### config.mk
export PLATFORM = sky130hd
export DESIGN_NAME = pc_gen
export DESIGN_NICKNAME = d
export VERILOG_FILES = /design/src/rtl/pc_gen.sv
export SDC_FILE = /design/constraint.sdc
export NUM_CORES = 1
export LEC_CHECK = 0
export CAP_MARGIN = 25
export CORE_ASPECT_RATIO = 1.2
export CORE_MARGIN = 5
export CORE_UTILIZATION = 36
export CTS_BUF_LIST = sky130_fd_sc_hd__clkbuf_4 sky130_fd_sc_hd__clkbuf_8
export DETAILED_ROUTE_END_ITERATION = 10
export PLACE_DENSITY_LB_ADDON = 0.2
export SLEW_MARGIN = 20
export SYNTH_ARGS = -nofsm -noshare
export SYNTH_HDL_FRONTEND = slang
export SYNTH_SLANG_ARGS = --single-unit
export TNS_END_PERCENT = 5
### constraint.sdc
create_clock -name clk -period 2.55 [get_ports clk]
set_clock_uncertainty 0.2 [all_clocks]
set_input_delay 0.6375 -clock clk [delete_from_list [all_inputs] [get_ports clk]]
set_output_delay 0.6375 -clock clk [all_outputs]
set_load 0.005 [all_outputs]
### src/rtl/pc_gen.sv
// Program-counter generator for the fetch stage: start delay, memory back-pressure, stall, redirect, fetch counter.
// Optional misaligned-redirect trap enabled by defining PC_MISALIGN_TRAP_EN.
module pc_gen #(
   parameter int                ADDR_W      = 32,
   parameter logic [ADDR_W-1:0] RESET_VEC   = ADDR_W'(32'h0),
   parameter int                INC         = 4,
   parameter int                START_DELAY = 1,
   parameter int                CNT_W       = 16,
   parameter logic [ADDR_W-1:0] TRAP_VEC    = ADDR_W'(32'h0000_0100)
) (
   input  logic              clk,
   input  logic              rst,
   input  logic              stall_i,
   input  logic              redirect_i,
   input  logic [ADDR_W-1:0] redirect_addr_i,
   input  logic              imem_ready_i,
   output logic [ADDR_W-1:0] pc,
   output logic              ce,
   output logic              flush_o,
   output logic [CNT_W-1:0]  fetch_cnt_o,
   output logic              misalign_o
);

   localparam int DW = (START_DELAY > 2) ? $clog2(START_DELAY) : 1;
   localparam logic [DW-1:0] LAST = (START_DELAY > 1) ? DW'(START_DELAY - 1) : '0;

   typedef enum logic [1:0] {START, RUN, HOLD} state_t;

   state_t            state;
   logic [DW-1:0]     dly;
   logic              accept;
   logic [ADDR_W-1:0] redir_pc;

   assign accept = ce & imem_ready_i & ~stall_i & ~redirect_i;

`ifdef PC_MISALIGN_TRAP_EN
   logic redir_bad;
   logic misalign_q;

   assign redir_bad  = |redirect_addr_i[1:0];
   assign redir_pc   = redir_bad ? TRAP_VEC : (redirect_addr_i & ~ADDR_W'(3));
   assign misalign_o = misalign_q;

   always_ff @(posedge clk or posedge rst) begin
      if (rst)
         misalign_q <= 1'b0;
      else
         misalign_q <= redirect_i & redir_bad & (state != START);
   end
`else
   assign redir_pc   = redirect_addr_i & ~ADDR_W'(3);
   assign misalign_o = 1'b0;
`endif

   always_ff @(posedge clk or posedge rst) begin
      if (rst) begin
         state       <= START;
         dly         <= '0;
         pc          <= RESET_VEC;
         ce          <= 1'b0;
         flush_o     <= 1'b0;
         fetch_cnt_o <= '0;
      end else begin
         flush_o <= 1'b0;
         if (redirect_i) begin
            pc <= redir_pc;
         end else if (accept) begin
            pc <= pc + ADDR_W'(INC);
            if (fetch_cnt_o != '1)
               fetch_cnt_o <= fetch_cnt_o + CNT_W'(1);
         end
         case (state)
            START: begin
               // a redirect here only preloads pc; nothing is in flight to flush
               if (dly == LAST) begin
                  state <= RUN;
                  ce    <= 1'b1;
               end else begin
                  dly <= dly + DW'(1);
               end
            end
            RUN, HOLD: begin
               flush_o <= redirect_i;
               state   <= stall_i ? HOLD : RUN;
            end
            default: state <= START;
         endcase
      end
   end

endmodule
==> results of run 1 <==
## critical path, stage by stage
cell and delay, ns:
clkdlybuf4s50_1 0.51, and3b_1 0.25, nand4_1 0.10, buf_4 0.18
or4_1 0.50, a31oi_1 0.17
## final timing paths
check,start,to,slack (ns),depth (start not counted)
max,imem_ready_i,pc[27],0.23,6
min,fetch_cnt_o[14],fetch_cnt_o[14],0.32,1
max reg2reg,pc[4],pc[30],0.40,5
min reg2reg,fetch_cnt_o[14],fetch_cnt_o[14],0.32,1
max in group asynchronous,rst,pc[29],1.42,3
min in group asynchronous,rst,fetch_cnt_o[12],0.48,3
## stage by stage
step	setup slack [ns]	instance area, sq um	std cells	util [%]
6_report	0.227	3890	485	51.1
2_1_floorplan	0.313	2800	303	-
3_5_place_dp	-0.0893	3800	477	49.9
3_3_place_gp	-0.0661	3800	477	49.9
4_1_cts	0.234	3890	485	51.1
5_1_grt	0.119	3890	485	51.1
## power by group
part	switching [mW]	internal, mW	leakage [nW]
Combinational	0.198	0.318	0.880
Sequential	0.124	0.893	0.605
Clock	0.296	0.203	0.0491
Total	0.619	1.41	1.53
## synth_stat cells, drive strengths merged
cell,count
and3,8
and4,6
nand4b,1
o211ai,5
buf,6
nand4bb,1
and2,6
nor3,3
or3,4
a31oi,14
o31ai,9
nor2b,1
ha,4
inv,11
nand2b,1
or2,2
nor4,1
nand2,25
and4b,1
o311ai,1
conb,1
or4b,1
o31a,2
mux2i,2
nand3,20
mux2,4
o21ai,17
xor2,5
clkbuf,12
nor2,23
dfrtp,50
a21oi,2
or4,11
o2111ai,2
a311o,2
xnor2,16
a22oi,1
and3b,1
a31o,1
nand4,18
## state kept, by name, summed over array words and instances (netlist names)
name and cells:
state 2, flush_o 1, fetch_cnt_o 16, pc 30
ce 1
## cell type report
type                       count  area share [%]
clock buffer                   5            1.77
clock inverter                 3           0.675
inverter                      11            1.06
multi-input combinational    224            36.5
sequential                    50            32.1
tap                           92            2.96
timing repair buffer         100            24.9
## logic make-up after synthesis
kind of cell / after synthesis / synth area share, %
simple gates: 134 / 26.7
mux: 6 / 2.33
compound gates: 56 / 13.2
other cells: 1 / 0.134
buf+inv: 29 / 4.48
fa+ha+maj: 4 / 1.79
flops: 50 / 44.8
xor+xnor: 21 / 6.59
## metal layers
layer,vias up,wire (microns),global-route usage [%]
met2,84,3630,26.2
met4,0,91,4.36
li1,1291,-,-
met1,1254,3220,20.3
met5,-,0,0
met3,8,428,3.33
==> summary.txt, run 1 <==
Power
  – Lkg Pwr: between 1.5 and 2 nW
  – Pwr/cell area: 522 nW/um^2
  – Peak VDD IR: between 0.2 and 0.3 mV
  – Tot Pwr: about 2.0 mW

Yosys
  – Synth area leader: dfrtp_1
  – Yosys top cell area share: roughly 45%
  – Top post-synthesis cells by area: dfrtp_1, xnor2_1, nand4_1
  – Yosys warnings: 0
  – Unique masters post-synth: 45
  – Syn Area/Cell: 9.27 sq um
  – Sequential area share after synthesis: roughly 45%
  – Synthesized instance count: 301
  – Synth Cell Area: between 2000 and 3000 sq um
  – #FFs+latches synth: 50

Floorplanning
  – I/O pin count: between 80 and 90
  – Initial core utilization: between 30% and 40%
  – Die Ht: 106 microns
  – Core footprint: approximately 7600 sq um
  – # rows: 35
  – Die Width: approximately 90 microns
  – DIE AREA: 9620 sq um

Clocking
  – CTS max path bufs: 2
  – CTS tree: yes
  – CTS clk-pin slew, worst paths: approximately 0.1 ns
  – CTS Sinks: 50
  – Worst-Skew Late Latency: slightly above 0.3 ns
  – H-tree depth: 2
  – CTS resizes: 0
  – Hold Buf Count CTS: 0
  – Setup bufs post-CTS: 0
  – CTS Buf Count: 5
  – Root buffer cell: clkbuf_8

STA
  – Max Clk Rate: 431 MHz
  – Crit path time final: 2.32 ns
  – Fin crit share: approximately nine tenths
  – Setup-failing EPs final: 0
  – Endpoints failing hold: 0
  – Setup TNS: 0 ns
  – Final-report max-slew violation count: 0
  – RSZ-0062 raised after global routing: false
  – Hold_ws: 0.315 ns

GRT
  – Gr usage total: about 16%
  – Grt total ovfl: 0
  – Initial antenna violation count: 0
  – Largest net degree at the start of global routing: 51
  – Vias in the first global route: between 2,000 and 3,000
  – Global-route wire length before repair: roughly 12,000 microns

Worst setup path
  – Critical path required time: about 2.6 ns
  – Setup crit start kind: input port
  – Critical path class: in2reg
  – Critical path fanouts, max: 8
  – WP data arrival: roughly 2.4 ns
  – Critical Path Sink Type: flip-flop

Place
  – Final HPWL DP: 5420 microns
  – Port bufs: 82
  – Placer's final routability congestion estimate: between 0.7 and 0.8

Drt
  – 1st-iter DRT viols: about 100
  – Routed vias: ~2,600
  – Via-to-Cell Ratio: 5.44
  – DRT Wirelength: ~7400 microns
  – Mean routed wirelength per cell: around 15 microns
  – Drc violations: 0
  – Final ANT Viol Nets: 0
  – DR pass1 iterations: 4

Finish
  – N_diodes: 0
  – Layout cell share with drive strength beyond 1: a little under a tenth
  – Seq. cell area: approximately 1300 sq um
  – Commonest non-fill, non-tap cell in the layout: clkdlybuf4s50_1
  – Area delta synth->final: 39.5%
  – Filler cells: ~760
  – Post-layout net count: roughly 430
  – Multi-input logic area: roughly 1400 sq um
  – Commonest non-fill, non-tap cells in the layout: clkdlybuf4s50_1, dfrtp_1, nand2_1

Worst hold path
  – HP Class: reg2reg

Status
  – Status: completed

Flow run
  – Max Cap Violations: 0
No activity file was read; power rests on OpenSTA's default activity.
==> inputs of run 2 (changes only) <==
SKIP_CTS_REPAIR_TIMING = 1   (was unset)
==> results of run 2 <==
No change in the layout: final DEF, timing and power equal those of run 1.
==> inputs of run 3 (changes only) <==
CORE_MARGIN = unset   (was 5)
clock period = 2.4 ns   (was 2.55 ns; I/O delays follow)
==> summary.txt, run 3 (synthesis gave the netlist of run 1 again) <==
Drt
  – Routed vias: 2,598 (-1.5%)
  – 1st-iter DRT viols: 107 (+9.2%)
  – Drc violations: 0 (unchanged)
  – DR pass1 iterations: 4 (unchanged)
  – Via-to-Cell Ratio: 5.36 (-1.5%)
  – DRT Wirelength: 7000 microns (-5.0%)
  – Mean routed wirelength per cell: 14.4 microns (-5.0%)
  – Final ANT Viol Nets: 0 (unchanged)

Power
  – Sw Share: 28.7% (-1.8 points)
  – Comb power frac: 26.2% (+0.8 points)
  – Clock power frac: 23.2% (-1.3 points)
  – Reg power frac: 50.6% (+0.5 points)
  – Pint: 1.52 mW (+7.3%)
  – Psw: 0.610 mW (-1.4%)
  – Lkg Pwr: 1.55 nW (+1.3%)
  – Pwr/cell area: 542 nW/um^2 (+3.8%)
  – Peak VDD IR: 0.224 mV (-15%)

Worst setup path
  – Crit-path cells: clkdlybuf4s50_1, and3b_2, nand4_1, buf_6, or4_1, a31oi_1
  – Critical path class: in2reg
  – WP buf/inv: 2 (unchanged)
  – WP data arrival: 2.30 ns (-0.05 ns)
  – Critical path's slowest cell: clkdlybuf4s50_1
  – Critical Path Max Stage Delay: 0.51 ns (about the same)
  – Critical path fanouts, max: 9 (+1)
  – Critical path required time: 2.43 ns (-0.15 ns)
  – CP top delay family: simple AND/OR/NAND/NOR gates
  – Critical Path Sink Type: flip-flop
  – Setup crit start kind: input port

Floorplanning
  – Core footprint: 7360 sq um (-3.4%)
  – Initial core utilization: 37.9% (+1.3 points)
  – Die Ht: 98.5 microns (-7.5%)
  – DIE AREA: 8110 sq um (-16%)
  – # rows: 34 (-2.9%)
  – Die Width: 82.4 microns (-8.9%)
  – I/O pin count: 88 (unchanged)

Place
  – Placer's final routability congestion estimate: 0.780 (-1.2%)
  – Final HPWL DP: 5140 microns (-5.1%)
  – Port bufs: 82 (unchanged)
  – Placed Instances: 479 (+0.42%)

STA
  – Setup-failing EPs final: 0 (unchanged)
  – Setup TNS: 0 ns (unchanged)
  – Crit path time final: 2.27 ns
  – Max Clk Rate: 440 MHz
  – Final-report max-slew violation count: 0 (unchanged)
  – Fin crit share: a little over nine tenths
  – Endpoints failing hold: 0 (unchanged)
  – RSZ-0062 raised after global routing: false

GRT
  – Largest net degree at the start of global routing: 51 (unchanged)
  – Gr usage total: 18.4% (+2.8 points)
  – Vias in the first global route: 2,486 (-2.6%)
  – Grt total ovfl: 0 (unchanged)
  – Initial antenna violation count: 0 (unchanged)
  – Global-route wire length before repair: 11,700 microns (-6.1%)

Clocking
  – CTS max path bufs: 2 (unchanged)
  – CTS tree: yes
  – Root buffer cell: clkbuf_8
  – Worst-Skew Late Latency: 0.30 ns (about the same)
  – CTS clk-pin slew, worst paths: 0.09 ns (about the same)
  – CTS Sinks: 50 (unchanged)
  – CTS Buf Count: 5 (unchanged)
  – H-tree depth: 2 (unchanged)

Finish
  – Post-layout net count: 437 (+0.92%)
  – N_diodes: 0 (unchanged)
  – Area delta synth->final: 40.7%
  – Largest register FFs: 30 (unchanged)
  – Commonest non-fill, non-tap cells in the layout: clkdlybuf4s50_1, dfrtp_1, nand2_1
  – Top reg by flops: pc
  – Fin cells: 485 (unchanged)
  – Layout cell share with drive strength beyond 1: 10.1% (+0.71 points)
  – Commonest non-fill, non-tap cell in the layout: clkdlybuf4s50_1
  – Largest regs: pc x30, fetch_cnt_o x16, state x2

Flow run
  – Max Cap Violations: 0 (unchanged)

Worst hold path
  – HP Class: reg2reg

Status
  – Status: completed
## run 3: changes by cell type in the layout (fill, tap and decap cells not counted)
cell      delta
and3b_1      -1
buf_12       +1
clkinv_4     -1
inv_6        -2
and3b_2      +1
clkbuf_8     +1
buf_6        +1
buf_4        +2
## run 3: path summary, 6_finish.rpt
check / startpoint / endpoint / slack (ns) / cells past startpoint
min in group asynchronous: rst / pc[26] / 0.46 / 3
hold / removal: fetch_cnt_o[14] / fetch_cnt_o[14] / 0.30 / 1
setup / recovery: imem_ready_i / pc[27] / 0.13 / 6
hold reg to reg: fetch_cnt_o[14] / fetch_cnt_o[14] / 0.30 / 1
setup reg to reg: pc[19] / pc[31] / 0.30 / 4
max in group asynchronous: rst / pc[2] / 1.30 / 3
## run 3: worst reg2reg max path, stage by stage (launching register included)
cell,delay (ns)
dfrtp_1,0.49
nand4_2,0.20
or4_1,0.55
or4_1,0.42
a31oi_1,0.17
## run 3: final cells by class
type | count | area [sq um]
inverters | 11 | 41.3
flip-flops and latches | 50 | 1250
multi-input cells | 224 | 1420
well taps | 90 | 113
repair buffers | 104 | 1010
clock buffers | 6 | 82.6
fillers | 729 | 3430
## run 3: layer usage
layer  share of wire, %  vias to the layer above  GRT usage, %  wire length, microns
met5                  0                        -             0                     0
met4               0.97                        0          5.13                    68
met3                3.7                        7          3.06                   257
met2                 50                       48          30.6                  3470
met1                 46                     1246          24.2                  3200
li1                   -                     1297             -                     -
## run 3: power groups by stage
stage / Combinational, mW / Sequential [mW] / Clock, mW
3_5_place_dp: 0.563 / 1.09 / 0
5_1_grt: 0.620 / 1.10 / 0.540
2_1_floorplan: 0.239 / 1.08 / 0
3_3_place_gp: 0.554 / 1.09 / 0
6_report: 0.557 / 1.08 / 0.494
4_1_cts: 0.566 / 1.08 / 0.508
## run 3: stage by stage
step / hold WS (ns) / utilization (%) / total power, mW / worst slack [ns] / area [sq um]
after global routing: 0.344 / 53.3 / 2.26 / 0.0226 / 3930
final: 0.296 / 53.3 / 2.13 / 0.129 / 3930
after CTS: 0.305 / 53.3 / 2.15 / 0.113 / 3920
after global placement: 0.282 / 52.2 / 1.64 / -0.175 / 3840
after floorplan: 0.282 / - / 1.32 / 0.201 / 2800
after detailed placement: 0.291 / 52.2 / 1.66 / -0.200 / 3840
